`config.mk`:
```
export PLATFORM = sky130hd
export DESIGN_NAME = uart_marco_rx_flat
export DESIGN_NICKNAME = d
export VERILOG_FILES = /design/src/rtl/uart_marco_rx_if.sv /design/src/rtl/uart_marco_rx.sv /design/src/flat_wrapper.sv
export SDC_FILE = /design/constraint.sdc
export NUM_CORES = 1
export LEC_CHECK = 0
export ABC_AREA = 1
export BUFFER_PORTS_ARGS = -buffer_cell sky130_fd_sc_hd__clkbuf_2
export CORE_MARGIN = 1
export CORE_UTILIZATION = 50
export DETAILED_ROUTE_END_ITERATION = 10
export PLACE_DENSITY = 0.73
export SLEW_MARGIN = 40
export SYNTH_ARGS = -nofsm -noshare
export SYNTH_HDL_FRONTEND = slang
export SYNTH_SLANG_ARGS = --single-unit
```
`constraint.sdc`:
```
create_clock -name clk -period 3.6 [get_ports clk]
set_input_delay 0.18 -clock clk [delete_from_list [all_inputs] [get_ports clk]]
set_output_delay 0.18 -clock clk [all_outputs]
set_load 0.005 [all_outputs]
```
`src/rtl/uart_marco_rx_if.sv`:
```
// Receive-side bundle between the bit-clock source/line and the MARCO detector.
// The master drives the oversample tick and the line; the slave returns bytes and pulses.
interface uart_marco_rx_if;
  logic       baud16_tick;
  logic       rx;
  logic [7:0] rx_data;
  logic       rx_valid;
  logic       frame_err;
  logic       match;

  modport master (
    output baud16_tick,
    output rx,
    input  rx_data,
    input  rx_valid,
    input  frame_err,
    input  match
  );

  modport slave (
    input  baud16_tick,
    input  rx,
    output rx_data,
    output rx_valid,
    output frame_err,
    output match
  );
endinterface

```
`src/rtl/uart_marco_rx.sv`:
```
// 8N1 UART receiver with OVERSAMPLE-x line sampling and a streaming "MARCO" matcher
// whose one-clock match pulse feeds the POLO transmitter's send input.
module uart_marco_rx #(
  parameter int OVERSAMPLE = 16
) (
  input  logic            clk,
  input  logic            rst_n,
  uart_marco_rx_if.slave  bus
);

  localparam int CW = $clog2(OVERSAMPLE);
  localparam logic [CW-1:0] C_HALF_M1 = CW'(OVERSAMPLE / 2 - 1);
  localparam logic [CW-1:0] C_FULL_M1 = CW'(OVERSAMPLE - 1);

  typedef enum logic [2:0] {
    S_IDLE  = 3'd0,
    S_START = 3'd1,
    S_DATA  = 3'd2,
    S_STOP  = 3'd3,
    S_BREAK = 3'd4
  } state_t;

  state_t        r_state, w_state_nxt;
  logic [1:0]    r_sync;
  logic [CW-1:0] r_cnt, w_cnt_nxt;
  logic [2:0]    r_bit, w_bit_nxt;
  logic [7:0]    r_shift, w_shift_nxt;
  logic [2:0]    r_prog, w_prog_nxt;
  logic [7:0]    r_rx_data, w_rx_data_nxt;
  logic          r_rx_valid, w_rx_valid_nxt;
  logic          r_frame_err, w_frame_err_nxt;
  logic          r_match, w_match_nxt;
  logic          w_rx_s;
  logic          w_tick;

  function automatic logic [7:0] f_expected(input logic [2:0] p);
    case (p)
      3'd0:    f_expected = 8'h4D;
      3'd1:    f_expected = 8'h41;
      3'd2:    f_expected = 8'h52;
      3'd3:    f_expected = 8'h43;
      default: f_expected = 8'h4F;
    endcase
  endfunction

  assign w_rx_s = r_sync[1];
  assign w_tick = bus.baud16_tick;

  // Two-flop synchroniser for the asynchronous line, idling high.
  always_ff @(posedge clk or negedge rst_n) begin
    if (!rst_n) begin
      r_sync <= 2'b11;
    end else begin
      r_sync <= {r_sync[0], bus.rx};
    end
  end

  // Next-state, datapath and pulse decode; nothing but pulse clearing moves without a tick.
  always_comb begin
    w_state_nxt     = r_state;
    w_cnt_nxt       = r_cnt;
    w_bit_nxt       = r_bit;
    w_shift_nxt     = r_shift;
    w_prog_nxt      = r_prog;
    w_rx_data_nxt   = r_rx_data;
    w_rx_valid_nxt  = 1'b0;
    w_frame_err_nxt = 1'b0;
    w_match_nxt     = 1'b0;
    if (w_tick) begin
      case (r_state)
        S_IDLE: begin
          if (!w_rx_s) begin
            w_state_nxt = S_START;
            w_cnt_nxt   = '0;
          end else begin
            w_cnt_nxt   = r_cnt;
          end
        end
        S_START: begin
          if (r_cnt == C_HALF_M1) begin
            w_cnt_nxt = '0;
            if (!w_rx_s) begin
              w_state_nxt = S_DATA;
              w_bit_nxt   = 3'd0;
            end else begin
              w_state_nxt = S_IDLE;
            end
          end else begin
            w_cnt_nxt = r_cnt + CW'(1);
          end
        end
        S_DATA: begin
          if (r_cnt == C_FULL_M1) begin
            w_cnt_nxt   = '0;
            w_shift_nxt = {w_rx_s, r_shift[7:1]};
            if (r_bit == 3'd7) begin
              w_state_nxt = S_STOP;
            end else begin
              w_bit_nxt = r_bit + 3'd1;
            end
          end else begin
            w_cnt_nxt = r_cnt + CW'(1);
          end
        end
        S_STOP: begin
          if (r_cnt == C_FULL_M1) begin
            w_cnt_nxt = '0;
            if (w_rx_s) begin
              w_state_nxt    = S_IDLE;
              w_rx_data_nxt  = r_shift;
              w_rx_valid_nxt = 1'b1;
              // A mismatching 'M' still counts as the first letter, so "MMARCO" matches.
              if (r_shift == f_expected(r_prog)) begin
                if (r_prog == 3'd4) begin
                  w_match_nxt = 1'b1;
                  w_prog_nxt  = 3'd0;
                end else begin
                  w_prog_nxt  = r_prog + 3'd1;
                end
              end else if (r_shift == 8'h4D) begin
                w_prog_nxt = 3'd1;
              end else begin
                w_prog_nxt = 3'd0;
              end
            end else begin
              w_state_nxt     = S_BREAK;
              w_frame_err_nxt = 1'b1;
              w_prog_nxt      = 3'd0;
            end
          end else begin
            w_cnt_nxt = r_cnt + CW'(1);
          end
        end
        S_BREAK: begin
          if (w_rx_s) begin
            w_state_nxt = S_IDLE;
          end else begin
            w_state_nxt = S_BREAK;
          end
        end
        default: begin
          w_state_nxt = S_IDLE;
          w_cnt_nxt   = '0;
          w_bit_nxt   = 3'd0;
        end
      endcase
    end else begin
      w_state_nxt = r_state;
    end
  end

  // State, datapath and registered-output flops.
  always_ff @(posedge clk or negedge rst_n) begin
    if (!rst_n) begin
      r_state     <= S_IDLE;
      r_cnt       <= '0;
      r_bit       <= 3'd0;
      r_shift     <= 8'h00;
      r_prog      <= 3'd0;
      r_rx_data   <= 8'h00;
      r_rx_valid  <= 1'b0;
      r_frame_err <= 1'b0;
      r_match     <= 1'b0;
    end else begin
      r_state     <= w_state_nxt;
      r_cnt       <= w_cnt_nxt;
      r_bit       <= w_bit_nxt;
      r_shift     <= w_shift_nxt;
      r_prog      <= w_prog_nxt;
      r_rx_data   <= w_rx_data_nxt;
      r_rx_valid  <= w_rx_valid_nxt;
      r_frame_err <= w_frame_err_nxt;
      r_match     <= w_match_nxt;
    end
  end

  assign bus.rx_data   = r_rx_data;
  assign bus.rx_valid  = r_rx_valid;
  assign bus.frame_err = r_frame_err;
  assign bus.match     = r_match;

endmodule

```
`src/flat_wrapper.sv`:
```
// flat-port wrapper written by rule: the top's interface ports become plain ports
module uart_marco_rx_flat 
#(
  parameter int OVERSAMPLE = 16
)
  (clk, rst_n, bus_baud16_tick, bus_rx, bus_rx_data, bus_rx_valid, bus_frame_err, bus_match);
  uart_marco_rx_if bus_i ();
  input  logic clk;
  input  logic rst_n;
  input wire logic [$bits(bus_i.baud16_tick)-1:0] bus_baud16_tick;
  input wire logic [$bits(bus_i.rx)-1:0] bus_rx;
  output wire logic [$bits(bus_i.rx_data)-1:0] bus_rx_data;
  output wire logic [$bits(bus_i.rx_valid)-1:0] bus_rx_valid;
  output wire logic [$bits(bus_i.frame_err)-1:0] bus_frame_err;
  output wire logic [$bits(bus_i.match)-1:0] bus_match;
  assign bus_i.baud16_tick = bus_baud16_tick;
  assign bus_i.rx = bus_rx;
  assign bus_rx_data = bus_i.rx_data;
  assign bus_rx_valid = bus_i.rx_valid;
  assign bus_frame_err = bus_i.frame_err;
  assign bus_match = bus_i.match;
  uart_marco_rx #(.OVERSAMPLE(OVERSAMPLE)) u_core (.clk(clk), .rst_n(rst_n), .bus(bus_i));
endmodule
```
# Yosys cells after proc, flatten, opt, wreduce, memory -nomap -nowiden
# Index checks and enable logic that the tools add are counted.
[word_totals]
register_bits = 34
latchBits = 0
mem_bits_rw = 0
rom_bits = 0
in_bits = 4
output_inout_bits = 11
memories = 0
[op_classes]
add_sub_neg = 3
multipliers = 0
div_mod_pow = 0
n_lt_le_gt_ge = 0
n_eq_ne = 20
shift = 0
muxes = 40
bitwise = 2
n_reduce_logical = 10
[ops]
columns = ["op", "n"]
rows = [
  ["two-way mux 3 bit", 13],
  ["two-way mux 8 bit", 4],
  ["one-hot mux 5 bit (4 select lines)", 1],
  ["one-hot mux 4 bit (4 select lines)", 1],
  ["two-way mux 1 bit", 15],
  ["one-hot mux 3 bit (5 select lines)", 1],
  ["== test 3 x 2 -> 1 bit, second input constant", 4],
  ["two-way mux 4 bit", 3],
  ["AND reduction 6 bit", 2],
  ["== test 3 bit, second input constant", 3],
  ["one-hot mux 3 bit (3 select lines)", 1],
  ["AND reduction 3 bit", 3],
  ["== test 8 x 7 -> 1 bit, second input constant", 1],
  ["== test 8 bit", 1],
  ["inequality test 2 x 1 -> 1 bit, second input constant", 4],
  ["adder 3 x 1 -> 3 bit, second input constant", 2],
  ["== test 3 x 1 -> 1 bit, second input constant", 2],
  ["logical NOT 3 bit", 2],
  ["inequality test 2 bit, second input constant", 3],
  ["adder 4 x 1 -> 4 bit, second input constant", 1],
  ["== test 4 x 3 -> 1 bit, second input constant", 1],
  ["== test 4 bit, second input constant", 1],
  ["AND reduction 4 bit", 1],
  ["OR reduction 3 bit", 1],
  ["3 further kinds", 4],
]

# Logic depth before layout (Yosys ltp)
# Gate-level depths: netlist of the first run.
[depth]
word_depth = 12
ltp_mapped = 11

# Worst setup path before layout of the first run
# No wires, ideal clock.
[synth_timing]
path_kind = "register to register"
start = "register u_core.r_prog[1]"
end = "register u_core.r_prog[1]"
setup_ns = 0.077
arrival_time_ns = 1.349
setup_slack_ns = 2.175
stages_incl_launch_ff = 10
path_cell_list = "dfrtp_1 > ha_1 > ha_1 > inv_1 > nand3_1 > nand2_1 > nand2_1 > nor2_1 > nand4_1 > o21ai_1"
[synth_between]
elab_chain_cells = 9
elab_cells_between_ends = 15
cone_classes = "add/sub (1); eq/ne (5); mux (8); reduce/logical (1)"
[synth_rtl]
columns = ["item", "line", "source"]
rows = [
  ["start, declared", "uart_marco_rx.sv:28", "logic [2:0] r_prog, w_prog_nxt;"],
  ["start signal, assigned", "uart_marco_rx.sv:169", "r_prog <= w_prog_nxt;"],
  ["== test 3 x 2 -> 1 bit (tied with other cells)", "uart_marco_rx.sv:37", "case (p)"],
  ["one-hot mux 5 bit (4 select lines)", "uart_marco_rx.sv:37", ""],
  ["two-way mux 8 bit", "uart_marco_rx.sv:108", "if (w_rx_s) begin"],
  ["two-way mux 8 bit", "uart_marco_rx.sv:106", "if (r_cnt == C_FULL_M1) begin"],
  ["two-way mux 8 bit", "uart_marco_rx.sv:70", "case (r_state)"],
  ["two-way mux 8 bit", "uart_marco_rx.sv:69", "if (w_tick) begin"],
  ["== test 8 bit", "uart_marco_rx.sv:113", "if (r_shift == f_expected(r_prog)) begin"],
  ["two-way mux 3 bit *", "uart_marco_rx.sv:113", ""],
  ["two-way mux 3 bit *", "uart_marco_rx.sv:108", ""],
]
# Mark *: on every way between the ends. The rest lies on a longest branch, timed or not. The select of a mux whose other input is x is not followed.
# A chain may end at the register's enable or synchronous reset.

# Worst setup path after layout of the first run
# Ends and elaborated chain as after synthesis.

==> flow_summary.json, run 1 <==
{
  "insertedDiodeCount": 0,
  "p_switching_w": 0.000326,
  "clockPowerShare": 0.343,
  "finalSetupViolCount": 0,
  "cts_buffers": 5,
  "cp.required_ns": 3.87,
  "final_util": 0.604,
  "via_per_inst": 4.94,
  "path_cells": "ha_1, ha_1, inv_1, nand3_1, nand2_1, nand2_1, nor2_1, nand4_1, o21ai_1",
  "syn_area_um2": 1830,
  "tns_ns": 0,
  "pwr-share-comb": 0.214,
  "switching_share": 0.313,
  "fillCellCount": 319,
  "worst_pin_slew_ns": 0.450,
  "place_area_um2": 1940,
  "num_vias": 1388,
  "status": "complete, no violations",
  "die_area_um2": 3900,
  "core.rowCount": 21,
  "path_max_fanout": 7,
  "rsz0062_at_grt": "no",
  "cts_resized": 0,
  "fp.dieH_um": 62.5,
  "core-area_um2": 3420,
  "dpl.hpwl_mm": 2.22,
  "yosysSeqAreaShare": 0.467,
  "finalWirelength_mm": 3.09,
  "grt_remaining_overflow": 0,
  "drive_gt1_frac": 0.264,
  "endpoint_kind": "register",
  "ant_nets": 0,
  "vdd_ir_drop_max_mv": 0.264,
  "port-buffer-count": 14,
  "gp_congestion": 0.878,
  "path_delay_family": "flip-flops",
  "die_width_um": 62.5,
  "ios": 15,
  "yosys_warnings": 0,
  "critical_path_class": "register to register",
  "intPower_w": 0.000714,
  "clockBufferDepth": 2,
  "maxSlewViolCount": 0,
  "cellPowerDensity_nw_per_um2": 504,
  "syn_nets": 224,
  "skew_ns": 0.00720,
  "post-route-min-period_ns": 1.61,
  "cts_max_level": 2,
  "cp_slowest_cell": "dfrtp_1",
  "cts_setup_buffers": 0,
  "power.total_w": 0.00104,
  "cts_root_buf": "clkbuf_4",
  "slew_headroom": 0.700,
  "layout.nets": 245,
  "seq_power_share": 0.443,
  "antenna_found_initial": 0,
  "hp-class": "primary input to register",
  "drt-initial-drc-count": 76,
  "start_util": 0.535,
  "hold-worst-slack_ns": 0.190,
  "worst_path_largest_cell_delay_ns": 0.47,
  "cp.arrival_ns": 1.88,
  "drv_cap": 0,
  "p_leak_nw": 0.993,
  "fmax_mhz": 620,
  "crit_buf_inv": 1,
  "avgSynthCellArea_um2": 8.58,
  "synthToLayoutAreaGrowth_pct": 12.8,
  "grt.total_usage": 0.187,
  "cts_sinks": 34,
  "path_clk_slew_ns": 0.11,
  "wl_per_cell_um": 11.0,
  "drc": 0,
  "synth_cell_types": 27,
  "cts_tree": "done",
  "dr.pass1.iters": 4,
  "ys_ff_latch": 34,
  "fin_crit_sh": 0.448,
  "synthCells": 213,
  "critPathLaunchType": "register",
  "hold_viol": 0,
  "fin_area_um2": 2060,
  "first_global_vias": 1298,
  "grt_pass1_wl_mm": 5.69,
  "clk_latency_ns": 0.34,
  "grt_max_degree": 35
}
synth_stat cells:
library cell   n  area share
or2_0          1      0.0034
nand2_1       59        0.12
nor2_4         2       0.012
inv_2          5       0.010
buf_6          2       0.012
nand3b_1       1      0.0041
nand4_4        1       0.012
ha_1           7       0.048
nand3_2        4       0.022
a22o_1         1      0.0048
o21ai_2       16       0.077
inv_1         21       0.043
dfstp_2        2       0.029
nand4_1        3       0.010
o21ai_1        8       0.022
o21ai_0        4       0.011
dfrtp_1       32        0.44
nand3_1        7       0.019
nand4_2        1      0.0068
nor2_1        20       0.041
clkinv_2       1      0.0027
nor2_2         4       0.014
a31oi_1        1      0.0034
xor2_1         1      0.0048
nor3_1         4       0.011
o211ai_1       1      0.0041
nand2_2        4       0.014
worst paths after layout:
kind / startpoint / endpoint / slack (ns) / cells after the start
max: u_core.r_prog[1]$_DFFE_PN0P_ / u_core.r_prog[1]$_DFFE_PN0P_ / 1.99 / 9
min: bus_baud16_tick / u_core.bus.rx_valid$_DFF_PN0_ / 0.19 / 3
max reg2reg: u_core.r_prog[1]$_DFFE_PN0P_ / u_core.r_prog[1]$_DFFE_PN0P_ / 1.99 / 9
min reg2reg: u_core.r_sync[0]$_DFF_PN1_ / u_core.r_sync[1]$_DFF_PN1_ / 0.37 / 0
max in group asynchronous: rst_n / u_core.r_sync[1]$_DFF_PN1_ / 2.92 / 2
min in group asynchronous: rst_n / u_core.r_bit[1]$_DFFE_PN0P_ / 0.33 / 2
kinds of logic after synthesis:
| group | after synthesis | share of synthesized area |
|---|---|---|
| simple gates | 111 | 0.290 |
| fa+ha+maj | 7 | 0.0479 |
| compound gates | 31 | 0.122 |
| xor+xnor | 1 | 0.00479 |
| buf+inv | 29 | 0.0684 |
| flops | 34 | 0.467 |
area by class of cell:
type | count | area, µm² | area share
clock inverter | 3 | 68.8 | 0.0334
timing repair buffer | 16 | 92.6 | 0.0449
multi-input combinational | 150 | 850 | 0.412
inverter | 27 | 103 | 0.0498
tap | 46 | 57.6 | 0.0279
clock buffer | 5 | 37.5 | 0.0182
sequential | 34 | 853 | 0.414
worst min-delay path, stage by stage:
cell	delay, ns
clkbuf_2	0.13
nand4_2	0.13
nor2_4	0.06
layout by cell type, fill, tap and decap left out:
| cell | n |
|---|---|
| nand2_1 | 59 |
| dfrtp_1 | 32 |
| inv_1 | 21 |
| nor2_1 | 20 |
| o21ai_2 | 16 |
| clkbuf_2 | 13 |
| o21ai_1 | 8 |
| nand3_1 | 7 |
| ha_1 | 7 |
| clkbuf_4 | 6 |
| inv_2 | 5 |
| nand2_2 | 4 |
| nand3_2 | 4 |
| nor3_1 | 4 |
| o21ai_0 | 4 |
| nor2_2 | 4 |
| nand4_1 | 3 |
| nor2_4 | 2 |
| bufinv_16 | 2 |
| dlygate4sd3_1 | 2 |
| dfstp_2 | 2 |
| nand4_2 | 1 |
| clkinv_2 | 1 |
| nand4_4 | 1 |
| o211ai_1 | 1 |
| a31oi_1 | 1 |
| a22o_1 | 1 |
| xor2_1 | 1 |
| or2_0 | 1 |
| nand3b_1 | 1 |
| clkinv_4 | 1 |
metrics by stage:
stage,cells,setup slack (ns)
floorplan,213,2.17
CTS,281,1.99
global route,281,1.81
detailed placement,271,2.02
global placement,271,2.09
finish,281,1.99
per-layer routing:
| metal | vias to the layer above | part of all wire | global-route usage | routed length, µm |
|---|---|---|---|---|
| met5 | - | 0 | 0 | 0 |
| met4 | 0 | 0.012 | 0.0610 | 36 |
| met3 | 6 | 0.032 | 0.0547 | 100 |
| met2 | 25 | 0.42 | 0.291 | 1310 |
| met1 | 629 | 0.53 | 0.249 | 1640 |
| li1 | 728 | - | - | - |
registers in the layout, summed over array words and instances, names as in the netlist:
name / count
u_core.bus.rx_data: 8
u_core.r_shift: 8
u_core.r_cnt: 4
u_core.r_bit: 3
u_core.r_prog: 3
u_core.r_state: 3
u_core.r_sync: 2
u_core.bus.frame_err: 1
u_core.bus.match: 1
u_core.bus.rx_valid: 1
power groups by stage:
stage	clock network (W)	registers, W	logic (W)
finish	0.000357	0.000461	0.000222
global route	0.000379	0.000468	0.000258
CTS	0.000362	0.000461	0.000225
detailed placement	0	0.000467	0.000223
global placement	0	0.000468	0.000218
floorplan	0	0.000458	0.000182
repair_timing:
item	4_1_cts	5_1_grt
endpoints found under the setup margin	0	0
hold endpoints to repair	33	0
hold buffers	2	0
No activity file was read; power rests on OpenSTA's default activity.
==> run 2, diff against run 1 <==
==> constraint.sdc (replaced) <==
create_clock -name clk -period 1.6 [get_ports clk]
set_input_delay 0.08 -clock clk [delete_from_list [all_inputs] [get_ports clk]]
set_output_delay 0.08 -clock clk [all_outputs]
set_load 0.005 [all_outputs]
==> flow_summary.json, run 2 (synthesized netlist as in run 1, its figures left out) <==
{
  "maxSlewViolCount": 0,
  "timing.rr.start": "u_core.r_prog[1]$_DFFE_PN0P_",
  "cp.required_ns": 1.86,
  "fp.dieH_um": 62.5,
  "crit_buf_inv": 1,
  "cp.arrival_ns": 1.79,
  "path_delay_family": "flip-flops",
  "multi_input_area_um2": 880,
  "dr.pass1.iters": 5,
  "cellPowerDensity_nw_per_um2": 983,
  "clk_latency_ns": 0.33,
  "cts_root_buf": "clkbuf_4",
  "path_max_fanout": 5,
  "finalWirelength_mm": 3.16,
  "timing.rr.end": "u_core.r_prog[2]$_DFFE_PN0P_",
  "insertedDiodeCount": 0,
  "r2r_cells": 9,
  "finalSetupViolCount": 0,
  "hp-class": "primary input to register",
  "core.rowCount": 21,
  "hold_depth": 3,
  "seq_area_um2": 857,
  "dpl.hpwl_mm": 2.19,
  "power.total_w": 0.00204,
  "post-route-min-period_ns": 1.53,
  "min_to": "u_core.bus.rx_valid$_DFF_PN0_",
  "start_util": 0.535,
  "fin_area_um2": 2080,
  "core-area_um2": 3420,
  "p_leak_nw": 0.978,
  "ant_nets": 0,
  "grt.total_usage": 0.179,
  "skew_ns": 0.00381,
  "synthToLayoutAreaGrowth_pct": 13.6,
  "layout.nets": 248,
  "num_vias": 1413,
  "gp_congestion": 0.880,
  "drive_gt1_frac": 0.324,
  "hold_start": "bus_baud16_tick",
  "hold-worst-slack_ns": 0.110,
  "wl_per_cell_um": 11.1,
  "final_util": 0.608,
  "slew_headroom": 0.726,
  "grt_pass1_wl_mm": 5.44,
  "via_per_inst": 4.98,
  "cts_sinks": 34,
  "fillCellCount": 306,
  "rrSetupSlack_ns": 0.07,
  "fmax_mhz": 655,
  "endpoint_kind": "register",
  "path_cells": "ha_4, ha_1, inv_2, nand3_2, nand2_2, nand2_2, nor2_2, nand4_1, o21ai_1",
  "cp_common_cell": "nand2_2",
  "fin_crit_sh": 0.955,
  "path_clk_slew_ns": 0.11,
  "first_global_vias": 1235,
  "status": "complete, no violations",
  "cts_max_level": 2,
  "cts_buffers": 5,
  "cts_tree": "done",
  "worst_path_largest_cell_delay_ns": 0.47,
  "cp_slowest_cell": "dfrtp_2",
  "vdd_ir_drop_max_mv": 0.532,
  "grt_remaining_overflow": 0,
  "die_area_um2": 3900,
  "layout_commonest_cell": "nand2_1",
  "drv_cap": 0,
  "die_width_um": 62.5,
  "hold_viol": 0,
  "tns_ns": 0,
  "place_area_um2": 1940,
  "clockBufferDepth": 2,
  "port-buffer-count": 14,
  "critical_path_class": "register to register",
  "mostFrequentLayoutCells": "nand2_1 (57), dfrtp_1 (29), inv_1 (19), nor2_1 (18), o21ai_2 (16)",
  "worst_pin_slew_ns": 0.411,
  "drt-initial-drc-count": 107,
  "drc": 0,
  "ios": 15,
  "antenna_found_initial": 0,
  "critPathLaunchType": "register",
  "grt_max_degree": 35
}
run 2: routing by layer:
metal / vias up / routed length (µm) / global-route usage / share of wire
met5: - / 0 / 0 / 0
li1: 733 / - / - / -
met1: 647 / 1600 / 0.238 / 0.50
met2: 29 / 1420 / 0.276 / 0.45
met3: 4 / 115 / 0.0383 / 0.036
met4: 0 / 36 / 0.0872 / 0.011
run 2: worst max-delay path by stage:
stage | slack [ns] | endpoint | cells past startpoint | startpoint
2_1_floorplan | 0.17 | u_core.r_prog[1]$_DFFE_PN0P_ | 9 | u_core.r_prog[1]$_DFFE_PN0P_
3_3_place_gp | 0.09 | u_core.r_prog[2]$_DFFE_PN0P_ | 9 | u_core.r_prog[1]$_DFFE_PN0P_
3_5_place_dp | 0.04 | u_core.r_prog[2]$_DFFE_PN0P_ | 9 | u_core.r_prog[1]$_DFFE_PN0P_
4_1_cts | 0.005 | u_core.r_prog[2]$_DFFE_PN0P_ | 9 | u_core.r_prog[1]$_DFFE_PN0P_
5_1_grt | -0.04 | u_core.r_prog[2]$_DFFE_PN0P_ | 9 | u_core.r_prog[1]$_DFFE_PN0P_
6_report | 0.07 | u_core.r_prog[2]$_DFFE_PN0P_ | 9 | u_core.r_prog[1]$_DFFE_PN0P_
run 2: worst min-delay path: cells and delay by family:
kind          cells  cell delay, ns
buf+inv           1            0.13
simple gates      2            0.20
run 2: layout make-up:
type                            count  area share
Timing Repair Buffer               19      0.0542
Clock buffer                        6      0.0247
Tap cell                           46      0.0277
Sequential cell                    34       0.413
Clock inverter                      2     0.00603
Inverter                           27      0.0506
Multi-Input combinational cell    150       0.424
run 2: power by group:
part	switching [W]	internal, W
Combinational	0.000318	0.000182
Sequential	0.0000977	0.000940
Clock	0.000292	0.000211
run 2: repair_timing:
item,4_1_cts,5_1_grt
endpoints found under the hold margin,33,0
setup buffers,0,2
hold buffers,2,0
setup endpoints to repair,0,14
gates resized for setup,0,16
run 2: metrics by stage:
stage          cells  setup WS (ns)
2_1_floorplan    213          0.175
3_3_place_gp     272         0.0931
3_5_place_dp     272         0.0353
4_1_cts          282        0.00542
5_1_grt          284        -0.0414
6_report         284         0.0725
==> run 3, diff against run 2 <==
--- a/config.mk
+++ b/config.mk
@@ -7,10 +7,13 @@
 export LEC_CHECK = 0
 export ABC_AREA = 1
 export BUFFER_PORTS_ARGS = -buffer_cell sky130_fd_sc_hd__clkbuf_2
+export CELL_PAD_IN_SITES_DETAIL_PLACEMENT = 0
+export CELL_PAD_IN_SITES_GLOBAL_PLACEMENT = 1
 export CORE_MARGIN = 1
-export CORE_UTILIZATION = 50
+export CORE_UTILIZATION = 45
 export DETAILED_ROUTE_END_ITERATION = 10
-export PLACE_DENSITY = 0.73
+export PLACE_DENSITY = 0.83
+export RECOVER_POWER = 25
 export SLEW_MARGIN = 40
 export SYNTH_ARGS = -nofsm -noshare
 export SYNTH_HDL_FRONTEND = slang
==> flow_summary.json, run 3 (synthesized netlist as in run 1, its figures left out) <==
{
  "path_max_fanout": 4,
  "hp-class": "primary input to register",
  "first_global_vias": 1369,
  "clockPowerShare": 0.383,
  "gp_congestion": 0.810,
  "post-route-min-period_ns": 1.52,
  "antenna_found_initial": 0,
  "rrSetupSlack_ns": 0.08,
  "cp.arrival_ns": 1.74,
  "pwr-share-comb": 0.202,
  "hold_depth": 3,
  "finalSetupViolCount": 0,
  "via_per_inst": 4.91,
  "setup_ws_ns": 0.0758,
  "insertedDiodeCount": 0,
  "path_cells": "ha_2, ha_2, inv_2, nand3_2, nand2_2, nand2_2, nor2_2, nand4_1, o21ai_1",
  "rsz0062_at_grt": "yes",
  "r2r_cells": 9,
  "status": "complete, no violations",
  "cellPowerDensity_nw_per_um2": 1160,
  "core.rowCount": 22,
  "post-place-ws_ns": 0.00381,
  "port-buffer-count": 14,
  "ios": 15,
  "num_vias": 1410,
  "drive_gt1_frac": 0.331,
  "layout_commonest_cell": "nand2_1",
  "clk_latency_ns": 0.29,
  "skew_ns": 0.00985,
  "p_leak_nw": 1.02,
  "start_util": 0.485,
  "timing.rr.end": "u_core.r_prog[2]$_DFFE_PN0P_",
  "layout.nets": 249,
  "intPower_w": 0.00174,
  "drt-initial-drc-count": 137,
  "dr.pass1.iters": 5,
  "hold_viol": 0,
  "cts_tree": "done",
  "cts_root_buf": "clkbuf_8",
  "seq_power_share": 0.415,
  "endpoint_kind": "register",
  "drc": 0,
  "cts_buffers": 5,
  "dpl.hpwl_mm": 2.41,
  "grt_pass1_wl_mm": 6.24,
  "grt_remaining_overflow": 0,
  "cp_slowest_cell": "dfrtp_2",
  "timing.rr.start": "u_core.r_prog[1]$_DFFE_PN0P_",
  "mostFrequentLayoutCells": "nand2_1 (56), dfrtp_1 (31), inv_1 (19), nor2_1 (17), o21ai_2 (16)",
  "cp.required_ns": 1.82,
  "die_area_um2": 4320,
  "slew_headroom": 0.451,
  "worst_pin_slew_ns": 0.824,
  "cts_sinks": 34,
  "critPathLaunchType": "register",
  "critical_path_class": "register to register",
  "final_cells": 287,
  "p_switching_w": 0.000750,
  "die_width_um": 65.7,
  "synthToLayoutAreaGrowth_pct": 17.7,
  "min_to": "u_core.bus.rx_valid$_DFF_PN0_",
  "worst_path_largest_cell_delay_ns": 0.44,
  "finalWirelength_mm": 3.45,
  "fmax_mhz": 656,
  "fp.dieH_um": 65.7,
  "clockBufferDepth": 2,
  "grt_max_degree": 35,
  "fin_crit_sh": 0.953,
  "ant_nets": 0,
  "vdd_ir_drop_max_mv": 0.767,
  "grt.total_usage": 0.195,
  "switching_share": 0.301,
  "final_util": 0.571,
  "cts_max_level": 2,
  "hold_start": "bus_baud16_tick",
  "path_clk_slew_ns": 0.07,
  "maxSlewViolCount": 0,
  "core-area_um2": 3770,
  "drv_cap": 0,
  "place_inst": 275,
  "wl_per_cell_um": 12.0
}
## run 3: worst max-delay path by stage
stage | from | to | slack [ns] | cells after the start
floorplan | u_core.r_prog[1]$_DFFE_PN0P_ | u_core.r_prog[1]$_DFFE_PN0P_ | 0.17 | 9
global placement | u_core.r_prog[1]$_DFFE_PN0P_ | u_core.r_prog[1]$_DFFE_PN0P_ | 0.04 | 9
detailed placement | u_core.r_prog[1]$_DFFE_PN0P_ | u_core.r_prog[2]$_DFFE_PN0P_ | 0.004 | 9
CTS | u_core.r_prog[1]$_DFFE_PN0P_ | u_core.r_prog[2]$_DFFE_PN0P_ | 0.005 | 9
global route | u_core.r_bit[0]$_DFFE_PN0P_ | u_core.r_bit[1]$_DFFE_PN0P_ | -0.0004 | 7
finish | u_core.r_prog[1]$_DFFE_PN0P_ | u_core.r_prog[2]$_DFFE_PN0P_ | 0.08 | 9
## run 3: timing repair
action                                  in CTS  in global routing
pin swaps                                    0                  6
hold endpoints to repair                    33                  0
resized for setup                            1                 14
buffers inserted                             0                  2
endpoints found under the setup margin       1                  8
hold buffers                                 2                  0
## run 3: routing by layer
layer | track usage | share of wire
met5 | 0 | 0
met4 | 0.0734 | 0.018
met3 | 0.0677 | 0.039
met2 | 0.304 | 0.47
met1 | 0.247 | 0.47
## run 3: power groups by stage
stage / Combinational [W] / Sequential (W) / Clock (W)
floorplan: 0.000410 / 0.00103 / 0
global placement: 0.000504 / 0.00105 / 0
detailed placement: 0.000504 / 0.00105 / 0
CTS: 0.000513 / 0.00104 / 0.000984
global route: 0.000598 / 0.00105 / 0.00103
finish: 0.000503 / 0.00104 / 0.000956
## run 3: through the flow
stage | hold WS [ns] | total power, W | instance area, µm² | TNS [ns]
final | 0.160 | 0.00249 | 2150 | 0
after global routing | 0.178 | 0.00267 | 2150 | -0.000447
after CTS | 0.141 | 0.00253 | 2110 | 0
after detailed placement | 0.138 | 0.00155 | 1950 | 0
after global placement | 0.138 | 0.00156 | 1950 | 0
after floorplan | -0.216 | 0.00144 | 1830 | 0
## run 3: final cells by class
type,count,area (µm²)
Fill cell,327,1620
Clock buffer,5,68.8
Clock inverter,3,68.8
Multi-Input combinational cell,150,877
Inverter,27,105
Sequential cell,34,855
Timing Repair Buffer,20,118
Tap cell,48,60.1
## run 3: critical path: cells and delay by family, from the launching register on
kind	cells	cell delay, ns
flops	1	0.44
simple gates	5	0.44
compound gates	1	0.16
fa+ha+maj	2	0.35
buf+inv	1	0.06
